<file path="config.mk">
export PLATFORM = sky130hd
export DESIGN_NAME = des_perm_engine
export DESIGN_NICKNAME = d
export VERILOG_FILES = /design/src/rtl/des_perm_engine.sv
export SDC_FILE = /design/constraint.sdc
export NUM_CORES = 1
export LEC_CHECK = 0
export CORE_UTILIZATION = 30
export DETAILED_ROUTE_END_ITERATION = 8
export DONT_BUFFER_PORTS = 1
export GPL_TIMING_DRIVEN = 0
export PLACE_DENSITY = 0.48
export RECOVER_POWER = 50
export SLEW_MARGIN = 20
export SYNTH_ARGS = -nofsm -noshare
export SYNTH_HDL_FRONTEND = slang
export SYNTH_SLANG_ARGS = --single-unit
</file>
<file path="constraint.sdc">
create_clock -name clk -period 2.4 [get_ports clk]
set_clock_uncertainty 0.15 [all_clocks]
set_input_delay 0.12 -clock clk [delete_from_list [all_inputs] [get_ports clk]]
set_output_delay 0.12 -clock clk [all_outputs]
set_load 0.02 [all_outputs]
</file>
<file path="src/rtl/des_perm_engine.sv">
// des_perm_engine: serialised DES initial / final permutation engine with valid-ready handshake
// Ports:
//   clk, rst                 clock, synchronous active-high reset
//   in_valid / in_ready      input handshake; mode (0=IP, 1=FP) and halves sampled on accept
//   left_half, right_half    combined word = {left_half, right_half}
//   swap_halves              only with DES_PERM_HALF_SWAP_EN: 1 -> combined = {right_half, left_half}
//   out_valid / out_ready    output handshake; out_data held stable while out_valid
//   busy                     high while the permutation is being produced
// Optional feature macro: DES_PERM_HALF_SWAP_EN
module des_perm_engine #(
  parameter int BITS_PER_CYCLE = 8
) (
  input  logic        clk,
  input  logic        rst,
  input  logic        in_valid,
  output logic        in_ready,
  input  logic        mode,
  input  logic [31:0] left_half,
  input  logic [31:0] right_half,
`ifdef DES_PERM_HALF_SWAP_EN
  input  logic        swap_halves,
`endif
  output logic        out_valid,
  input  logic        out_ready,
  output logic [63:0] out_data,
  output logic        busy
);
  localparam int NUM_STEPS = 64 / BITS_PER_CYCLE;
  localparam int CW = NUM_STEPS > 1 ? $clog2(NUM_STEPS) : 1;
  if (BITS_PER_CYCLE != 1 && BITS_PER_CYCLE != 2 && BITS_PER_CYCLE != 4 && BITS_PER_CYCLE != 8 &&
      BITS_PER_CYCLE != 16 && BITS_PER_CYCLE != 32 && BITS_PER_CYCLE != 64) begin : g_bad_bpc
    $error("des_perm_engine: BITS_PER_CYCLE must be a power of two between 1 and 64");
  end
  localparam logic [6:0] IP_T [64] = '{
    7'd58, 7'd50, 7'd42, 7'd34, 7'd26, 7'd18, 7'd10, 7'd2,
    7'd60, 7'd52, 7'd44, 7'd36, 7'd28, 7'd20, 7'd12, 7'd4,
    7'd62, 7'd54, 7'd46, 7'd38, 7'd30, 7'd22, 7'd14, 7'd6,
    7'd64, 7'd56, 7'd48, 7'd40, 7'd32, 7'd24, 7'd16, 7'd8,
    7'd57, 7'd49, 7'd41, 7'd33, 7'd25, 7'd17, 7'd9,  7'd1,
    7'd59, 7'd51, 7'd43, 7'd35, 7'd27, 7'd19, 7'd11, 7'd3,
    7'd61, 7'd53, 7'd45, 7'd37, 7'd29, 7'd21, 7'd13, 7'd5,
    7'd63, 7'd55, 7'd47, 7'd39, 7'd31, 7'd23, 7'd15, 7'd7
  };
  localparam logic [6:0] FP_T [64] = '{
    7'd40, 7'd8, 7'd48, 7'd16, 7'd56, 7'd24, 7'd64, 7'd32,
    7'd39, 7'd7, 7'd47, 7'd15, 7'd55, 7'd23, 7'd63, 7'd31,
    7'd38, 7'd6, 7'd46, 7'd14, 7'd54, 7'd22, 7'd62, 7'd30,
    7'd37, 7'd5, 7'd45, 7'd13, 7'd53, 7'd21, 7'd61, 7'd29,
    7'd36, 7'd4, 7'd44, 7'd12, 7'd52, 7'd20, 7'd60, 7'd28,
    7'd35, 7'd3, 7'd43, 7'd11, 7'd51, 7'd19, 7'd59, 7'd27,
    7'd34, 7'd2, 7'd42, 7'd10, 7'd50, 7'd18, 7'd58, 7'd26,
    7'd33, 7'd1, 7'd41, 7'd9,  7'd49, 7'd17, 7'd57, 7'd25
  };
  typedef enum logic [1:0] {S_IDLE, S_BUSY, S_DONE} state_t;
  state_t        r_state, w_next;
  logic [CW-1:0] r_cnt;
  logic [63:0]   r_comb, r_out, w_perm, w_comb_in;
  logic          r_mode, w_last, w_accept;
`ifdef DES_PERM_HALF_SWAP_EN
  assign w_comb_in = swap_halves ? {right_half, left_half} : {left_half, right_half};
`else
  assign w_comb_in = {left_half, right_half};
`endif
  assign w_last   = r_cnt == CW'(NUM_STEPS - 1);
  assign w_accept = r_state == S_IDLE && in_valid;
  assign out_data = r_out;
  // Tables are 1-based; the chunk for the current step is sliced out of the full permuted word.
  always_comb begin
    w_perm = '0;
    for (int i = 0; i < 64; i++)
      w_perm[i] = r_comb[6'((r_mode ? FP_T[i] : IP_T[i]) - 7'd1)];
  end
  always_comb begin
    w_next    = r_state;
    in_ready  = r_state == S_IDLE;
    busy      = r_state == S_BUSY;
    out_valid = r_state == S_DONE;
    unique case (r_state)
      S_IDLE:  w_next = in_valid ? S_BUSY : S_IDLE;
      S_BUSY:  w_next = w_last ? S_DONE : S_BUSY;
      S_DONE:  w_next = out_ready ? S_IDLE : S_DONE;
      default: w_next = S_IDLE;
    endcase
  end
  always_ff @(posedge clk) begin
    if (rst) begin
      r_state <= S_IDLE;
      r_cnt   <= '0;
      r_comb  <= '0;
      r_mode  <= 1'b0;
      r_out   <= '0;
    end else begin
      r_state <= w_next;
      if (w_accept) begin
        r_comb <= w_comb_in;
        r_mode <= mode;
        r_cnt  <= '0;
      end
      if (r_state == S_BUSY) begin
        r_out[r_cnt*BITS_PER_CYCLE +: BITS_PER_CYCLE] <= w_perm[r_cnt*BITS_PER_CYCLE +: BITS_PER_CYCLE];
        r_cnt <= w_last ? '0 : r_cnt + 1'b1;
      end
    end
  end
endmodule

</file>
; ---- Word-level counts from Yosys, hierarchy flattened
; Index checks and enable logic that the tools add are counted.
[totals]
ff_bits = 134
latch_bits = 0
ram_bits = 0
mem_bits_ro = 0
in_bits = 69
output_inout_bits = 67
word_cells = 324
n_memories = 0
[classes]
addsub = 62
n_mul = 0
n_div = 0
n_lt_le_gt_ge = 60
n_eq_ne = 3
shifts = 3
muxes = 188
n_bitwise = 0
n_reduce_logical = 3
[ops]
columns = cell, n
row1 = "less-than comparator 6 x 7 -> 1 bit, second input constant", 60
row2 = binary-select mux 1 bit (select 6 bit), 60
row3 = "subtractor 6 x 1 -> 6 bit, second input constant", 47
row4 = 2-to-1 mux 6 bit, 32
row5 = 2-to-1 mux 5 bit, 17
row6 = "subtractor 5 x 1 -> 6 bit, second input constant", 13
row7 = bitwise mux 64 bit, 1
row8 = "variable shift 8 x 34 -> 64 bit, first input constant", 1
row9 = indexed part select 64 x 7 -> 8 bit, 1
row10 = indexed part select 8 x 34 -> 64 bit, 1
row11 = 2-to-1 mux 1 bit, 61
row12 = negation 6 -> 34 bit, 1
row13 = 2-to-1 mux 3 bit, 9
row14 = 2-to-1 mux 4 bit, 3
row15 = 2-to-1 mux 2 bit, 4
row16 = case mux 2 bit (3 select lines), 1
row17 = "adder 3 x 1 -> 3 bit, second input constant", 1
row18 = "equality test 3 bit, second input constant", 1
row19 = "equality test 2 x 1 -> 1 bit, second input constant", 1
row20 = "equality test 2 bit, second input constant", 1
row21 = zero test 2 bit, 1
row22 = nonzero test 2 bit, 1
row23 = logical AND 1 bit, 1

; ---- Longest topological paths before layout
; Gate-level depths: netlist of run 1.
[depth]
depth_word = 7
ltp_mapped = 11
depth_no_buf = 8

; ---- Worst setup path before layout of run 1
; Ideal clock, no wire load.
[synth_timing]
path_kind = register -> register
startpoint = reg r_cnt[1]
endpoint = reg r_out[38], in the netlist out_data[38]
setup_ns = 0.086
arrival_ns = 2.274
t_required_ns = 2.164
slack_ns = -0.110
stages_incl_launch_ff = 11
path_buffers = 3
path_cell_list = dfxtp_1 > buf_6 > buf_4 > inv_1 > ha_1 > ha_1 > nand4bb_1 > nor2_2 > buf_2 > nor2_1 > a211oi_1
[synth_via]
elab_chain_len = 3
[synth_rtl]
columns = item, line_no
row1 = "start, declared", 56  ; logic [CW-1:0] r_cnt;
row2 = "start signal, assigned", 101  ; r_cnt <= w_last ? '0 : r_cnt + 1'b1;
row3 = indexed part select 64 x 7 -> 8 bit / negation 6 -> 34 bit (equally long branches), 100  ; r_out[r_cnt*BITS_PER_CYCLE +: BITS_PER_CYCLE] <= w_perm[r_cnt*BITS_PER_CYCLE +: BITS_PER_CYCLE];
row4 = indexed part select 8 x 34 -> 64 bit / variable shift 8 x 34 -> 64 bit (equally long branches), 100
row5 = bitwise mux 64 bit *, 100
row6 = "end signal, assigned by index", 100
row7 = "end, declared", 57  ; logic [63:0] r_comb, r_out, w_perm, w_comb_in;
; Every way passes the cells marked *; elsewhere a longest branch is shown, timed or not.
; A chain may end at the register's enable or synchronous reset.

; ---- Final worst setup path of run 1
[layout_timing]
startpoint = reg r_cnt[1]
endpoint = reg r_out[30], in the netlist out_data[30]
; Same word-level chain as after synthesis.

==> flow_metrics.py, run 1 <==
metrics = {
    "critical_path": {
        "cpMostUsedCell": "ha_4",
        "worstPathArrival_ps": 2530,
        "crit_chain": "buf_8 > buf_12 > clkinvlp_4 > ha_4 > ha_4 > nand4bb_4 > nor2_4 > buf_6 > nor2_1 > a211oi_1",
        "cp.depth": 10,
        "end_kind": "flip-flop",
        "critPathBufInv": 4,
        "cp_max_fo": 10,
        "critical-path-slowest-cell": "dfxtp_2",
        "path_class": "flip-flop to flip-flop",
        "rr_worst_depth": 10,
        "critical_path.max_stage_delay_ps": 380,
        "critPathRequiredTime_ps": 2570,
        "crit_family": "buffers and inverters",
        "worstSetupStartpointType": "flip-flop",
    },
    "final_layout": {
        "fin_util_pct": 41.1,
        "finalNetCount": 873,
        "nFillCells": 2004,
        "diodes": 0,
        "design_area_mm2": 0.00808,
        "final_layout_size_suffix_gt1_share_pct": 17.3,
        "syn_to_final_growth_pct": 32.8,
    },
    "sta": {
        "slew_violations": 0,
        "fin_crit_sh_pct": 98.3,
        "min_period_ps": 2360,
        "finalHoldWorstSlack_ps": 119,
        "fmax_mhz": 424,
        "finalHoldViolCount": 0,
        "fin_ws_ps": 40.7,
        "worst_slew_pin_slew_ps": 719,
        "slew_headroom_pct": 52.0,
        "setup_viol": 0,
    },
    "synth": {
        "synth_area_leaders": "dfxtp_1, nand2_1, mux2i_1",
        "async_flop_share_pct": 0,
        "post_synth.cell_area_avg_um2": 8.79,
        "syn_nets": 766,
        "synth_edf_count": 0,
        "yosysTopAreaCell": "dfxtp_1",
        "synthCells": 693,
        "yosysUniqueCellTypes": 48,
        "ys_seq_area_share_pct": 44.1,
        "synth_area_mm2": 0.00609,
        "yosys_warnings": 0,
        "synth.ff_latch_count": 134,
        "synth_top_flop_cell": "dfxtp_1",
        "synth_top_area_share_pct": 44.1,
    },
    "place": {
        "dpl_worst_slack_ps": -491,
        "place_area_mm2": 0.00643,
        "io_buffers": 0,
        "place_hpwl_mm": 14.5,
        "gp_congestion": 0.879,
    },
    "global_route": {
        "grt-ovfl-total": 0,
        "grt_max_degree": 17,
        "grtUsageTotal_pct": 19.6,
        "first_global_vias": 5386,
        "antenna_found_initial": 0,
        "grt_pass1_wl_mm": 30.0,
    },
    "die": {
        "ios": 136,
        "core_area_mm2": 0.0197,
        "die_area_mm2": 0.0209,
        "die_w_um": 144,
        "die_y_um": 144,
        "start_util_pct": 31.0,
        "rows": 51,
    },
    "route": {
        "drt_pass1_iterations": 5,
        "antenna_left": 0,
        "via_count": 5527,
        "totalWireLength_mm": 20.1,
        "vias_per_cell": 5.13,
        "drc": 0,
        "wl_per_cell_um": 18.6,
        "drtIter0Drc": 281,
    },
    "cts": {
        "h-tree-depth": 4,
        "clk_pin_slew_ps": 70,
        "cts_tree": "done",
        "insertion_delay_ps": 420,
        "clock_tree.root_cell": "clkbuf_16",
        "cts_buffer_depth": 2,
        "clock-sinks": 134,
        "cts_buffers": 17,
    },
    "flow_run": {
        "drv_cap": 0,
    },
    "worst_hold_path": {
        "min_path_cells": 3,
        "hold_path_class": "primary input to flip-flop",
    },
    "power_and_ir_drop": {
        "vdd_drop_max_v": 0.000421,
        "p_per_area_mw_per_mm2": 708,
        "leakage_nw": 2.78,
    },
    "status": {
        "status": "completed",
    },
}
[sequential cells by signal, indices dropped and copies added, names as in the netlist]
name      cells
r_cnt         3
out_data     64
r_comb       64
r_state       2
r_mode        1
[repair_timing]
item	4_1_cts	5_1_grt
endpoints found under the setup margin	94	54
hold buffers	67	0
pin swaps	9	6
hold endpoints to repair	67	0
gates resized for setup	30	10
setup buffers	14	8
[synth_stat cells, drive strengths merged, types with 3 or more instances]
cell	number
mux2i	45
a21oi	70
o211ai	7
buf	24
nand2b	16
ha	4
nor3	13
a2111oi	3
nor2	69
clkbuf	27
nand3	4
nor2b	5
dfxtp	134
inv	6
mux2	18
nor4	3
a211oi	56
or3	4
a22oi	7
o21ai	5
nand2	145
o22ai	11
[path summary, 6_finish.rpt]
check | start | end | slack [ps]
hold / removal | in_valid | r_mode | 120
setup reg to reg | r_cnt[1] | out_data[30] | 40
setup / recovery | r_cnt[1] | out_data[30] | 40
hold reg to reg | r_comb[42] | r_comb[42] | 310
[placed cells by master (no fill, tap or decap), types with 3 or more instances in the layout]
cell type      instances
buf_2                  9
nor4_4                 3
buf_4                 24
a211oi_2              10
mux2_2                13
nor2_4                 5
a22oi_1                6
inv_6                  5
nor2b_1                5
inv_8                  3
o211ai_1               5
a21oi_1               70
a2111oi_0              3
buf_12                 5
clkbuf_1              26
a211oi_1              44
nor3_4                 7
dlygate4sd3_1         67
nand2b_1              14
o21ai_0                4
nor2_1                64
clkinv_4               3
mux2i_1               45
dfxtp_1              132
or3_1                  4
inv_1                  3
o22ai_1                9
nor3_1                 5
clkbuf_16             17
nand2_1              145
nand3_1                3
mux2_1                 5
buf_6                  5
clkinvlp_4             3
[power by group]
part           leakage (nW)  total [mW]  internal (mW)  switching, mW
Clock                 0.284        2.60           1.48           1.12
Combinational          1.40       0.726          0.317          0.409
Sequential             1.09        2.40           2.31         0.0964
[per-stage QoR]
stage                     cells  total power, mW  setup TNS (ps)
after CTS                  1071             5.76               0
after global placement      958             3.00          -19920
final                      1078             5.72               0
after global routing       1078             5.96            -101
after detailed placement    958             3.02          -23260
after floorplan             693             2.83               0
[worst min-delay path, cell delays in order]
cell     delay (ps)
nand2_1         300
nand2_1         170
a21oi_1          60
[metal layers]
metal,vias to the layer above,global-route usage (%),share of wire [%]
li1,2649,-,-
met1,2642,23.9,41
met2,206,33.3,49
met5,-,0,0
met4,0,6.59,2.2
met3,30,5.07,7.1
[cells by family after synthesis]
family                   synth area share (%)
multiplexers                             10.7
AND/OR/NAND/NOR                          20.3
adder cells (fa/ha/maj)                 0.822
buffers and inverters                    4.56
AO/OA/AOI/OAI                            19.5
flip-flops                               44.1
[final cells by class]
| type | count | area [um^2] | share of cell area (%) |
|---|---|---|---|
| clock inverter | 15 | 165 | 2.04 |
| timing repair buffer | 89 | 886 | 11.0 |
| multi-input combinational | 502 | 3270 | 40.5 |
| tap | 265 | 332 | 4.10 |
| sequential | 134 | 2690 | 33.2 |
| buffer | 50 | 289 | 3.58 |
| clock buffer | 17 | 425 | 5.26 |
| inverter | 6 | 26.3 | 0.325 |
(Power assumes the default switching activity.)
==> run 2, diff against run 1 <==
--- a/config.mk
+++ b/config.mk
@@ -5,13 +5,14 @@
 export SDC_FILE = /design/constraint.sdc
 export NUM_CORES = 1
 export LEC_CHECK = 0
-export CORE_UTILIZATION = 30
+export CORE_UTILIZATION = 57
 export DETAILED_ROUTE_END_ITERATION = 8
 export DONT_BUFFER_PORTS = 1
 export GPL_TIMING_DRIVEN = 0
-export PLACE_DENSITY = 0.48
+export PLACE_DENSITY = 0.78
 export RECOVER_POWER = 50
 export SLEW_MARGIN = 20
 export SYNTH_ARGS = -nofsm -noshare
 export SYNTH_HDL_FRONTEND = slang
 export SYNTH_SLANG_ARGS = --single-unit
+export TNS_END_PERCENT = 20
==> run 2 against run 1 <==
  * Register-to-register slack hardly changed
  * Setup slack improved by 13 ps
  * Routed wire length shrank 1.6%
  * Sequential power about the same
  * Maximum frequency increased by 0.54%
  * Cell area decreased by 1.7%
  * Die area down 47%
  * Sequential share of layout area grew 0.58 points
  * Non-clock buffer count increased by 3
  * Via count up 5.3%
  * Critical path depth decreased by 3
  * Largest power group unchanged
==> flow_metrics.py, run 2 (synthesized netlist as in run 1, its figures left out) <==
metrics = {
    "status": {
        "status": "completed",
    },
    "final_layout": {
        "final_common_cell": "nand2_1",
        "mostFrequentLayoutCells": "nand2_1, dfxtp_1, a21oi_1",
        "syn_to_final_growth_pct": 30.6,
        "fin_util_pct": 77.0,
        "final_layout_size_suffix_gt1_share_pct": 17.3,
        "diodes": 0,
        "finalNetCount": 876,
        "nFillCells": 676,
        "design_area_mm2": 0.00795,
    },
    "critical_path": {
        "critical-path-slowest-cell": "buf_1",
        "worstPathArrival_ps": 2630,
        "cp_max_fo": 10,
        "crit_chain": "buf_6 > buf_1 > mux2i_1 > o22ai_1 > nor3_4 > buf_12 > a211oi_1",
        "worstSetupStartpointType": "flip-flop",
        "critPathBufInv": 3,
        "critPathRequiredTime_ps": 2690,
        "critical_path.max_stage_delay_ps": 510,
        "path_class": "flip-flop to flip-flop",
        "crit_start": "r_cnt[0]",
        "crit_family": "buffers and inverters",
        "r2r-start": "r_cnt[0]",
        "end_kind": "flip-flop",
    },
    "sta": {
        "fmax_mhz": 426,
        "worst_slew_pin_slew_ps": 773,
        "fin_crit_sh_pct": 97.8,
        "min_period_ps": 2350,
        "setup_viol": 0,
        "rsz0062_at_grt": "true",
        "finalHoldViolCount": 0,
        "slew_headroom_pct": 48.4,
        "slew_violations": 0,
        "finalSetupTns_ps": 0,
    },
    "global_route": {
        "grt_pass1_wl_mm": 30.4,
        "grt_max_degree": 17,
        "antenna_found_initial": 0,
        "grt-ovfl-total": 0,
        "grtUsageTotal_pct": 36.1,
        "first_global_vias": 5806,
    },
    "die": {
        "rows": 37,
        "die_y_um": 105,
        "die_area_mm2": 0.0111,
        "core_area_mm2": 0.0103,
        "die_w_um": 105,
        "ios": 136,
        "start_util_pct": 59.0,
    },
    "cts": {
        "h-tree-depth": 4,
        "clock-sinks": 134,
        "insertion_delay_ps": 540,
        "clk_pin_slew_ps": 70,
        "cts_tree": "done",
        "cts_buffers": 17,
        "cts_buffer_depth": 2,
        "clock_tree.root_cell": "clkbuf_8",
    },
    "route": {
        "via_count": 5818,
        "drc": 0,
        "antenna_left": 0,
        "drt_pass1_iterations": 5,
        "drtIter0Drc": 481,
        "vias_per_cell": 6.11,
        "totalWireLength_mm": 19.8,
        "wl_per_cell_um": 20.8,
    },
    "place": {
        "gp_congestion": 0.945,
        "place_hpwl_mm": 12.6,
        "io_buffers": 0,
        "place_area_mm2": 0.00627,
    },
    "power_and_ir_drop": {
        "p_total_mw": 5.87,
        "leakage_nw": 2.79,
        "vdd_drop_max_v": 0.000523,
        "p_per_area_mw_per_mm2": 738,
    },
    "worst_hold_path": {
        "hold_path_class": "primary input to flip-flop",
        "hp-start": "rst",
    },
    "flow_run": {
        "drv_cap": 0,
    },
}
-- run 2: cell count changes in the layout (fill, tap and decap cells not counted), moves of 2 or more --
cell       change
clkbuf_8       +2
dfxtp_2        -2
a211oi_1       +2
buf_4          +2
bufinv_16      +2
-- run 2: per-stage QoR --
stage,setup WS (ps),hold slack [ps],cells
after detailed placement,-427,113,829
final,53.5,41.5,952
after global placement,-366,110,829
after CTS,0.321,41.4,945
after global routing,-22.4,57.6,952
after floorplan,30.6,106,693
-- run 2: path summary, 6_finish.rpt --
path,end,slack (ps),depth (start not counted)
setup reg to reg,out_data[12],50,7
hold / removal,out_data[16],40,3
hold reg to reg,r_comb[37],330,2
setup / recovery,out_data[12],50,7
-- run 2: area by class of cell --
type | instances | area (um^2) | share of cell area (%)
multi-input combinational | 502 | 3250 | 40.9
sequential | 134 | 2690 | 33.8
timing repair buffer | 92 | 906 | 11.4
clock buffer | 18 | 428 | 5.38
buffer | 50 | 292 | 3.67
clock inverter | 14 | 189 | 2.38
tap | 136 | 170 | 2.14
inverter | 6 | 26.3 | 0.331
-- run 2: what timing repair did --
action | CTS | global route
setup endpoints to repair | 80 | 67
hold endpoints to repair | 67 | 0
pin swaps | 5 | 6
buffers inserted | 16 | 8
hold buffers | 67 | 0
gates resized for setup | 24 | 14
cloned | 1 | 0
-- run 2: power breakdown --
part / switching [mW] / internal [mW] / leakage [nW]
combinational: 0.413 / 0.315 / 1.41
sequential: 0.0984 / 2.31 / 1.09
clock: 1.09 / 1.64 / 0.297
total: 1.60 / 4.26 / 2.79
-- run 2: metal layers --
layer | track usage, % | up-vias | part of all wire (%)
met5 | 0 | - | 0
met4 | 18.0 | 0 | 3.7
met3 | 9.96 | 73 | 8.4
met2 | 60.7 | 309 | 49
met1 | 42.2 | 2779 | 39
li1 | - | 2657 | -
-- run 2: tightest hold or removal path: stages --
cell and delay, ps:
clkbuf_1 230, nand2b_1 230, mux2i_1 110
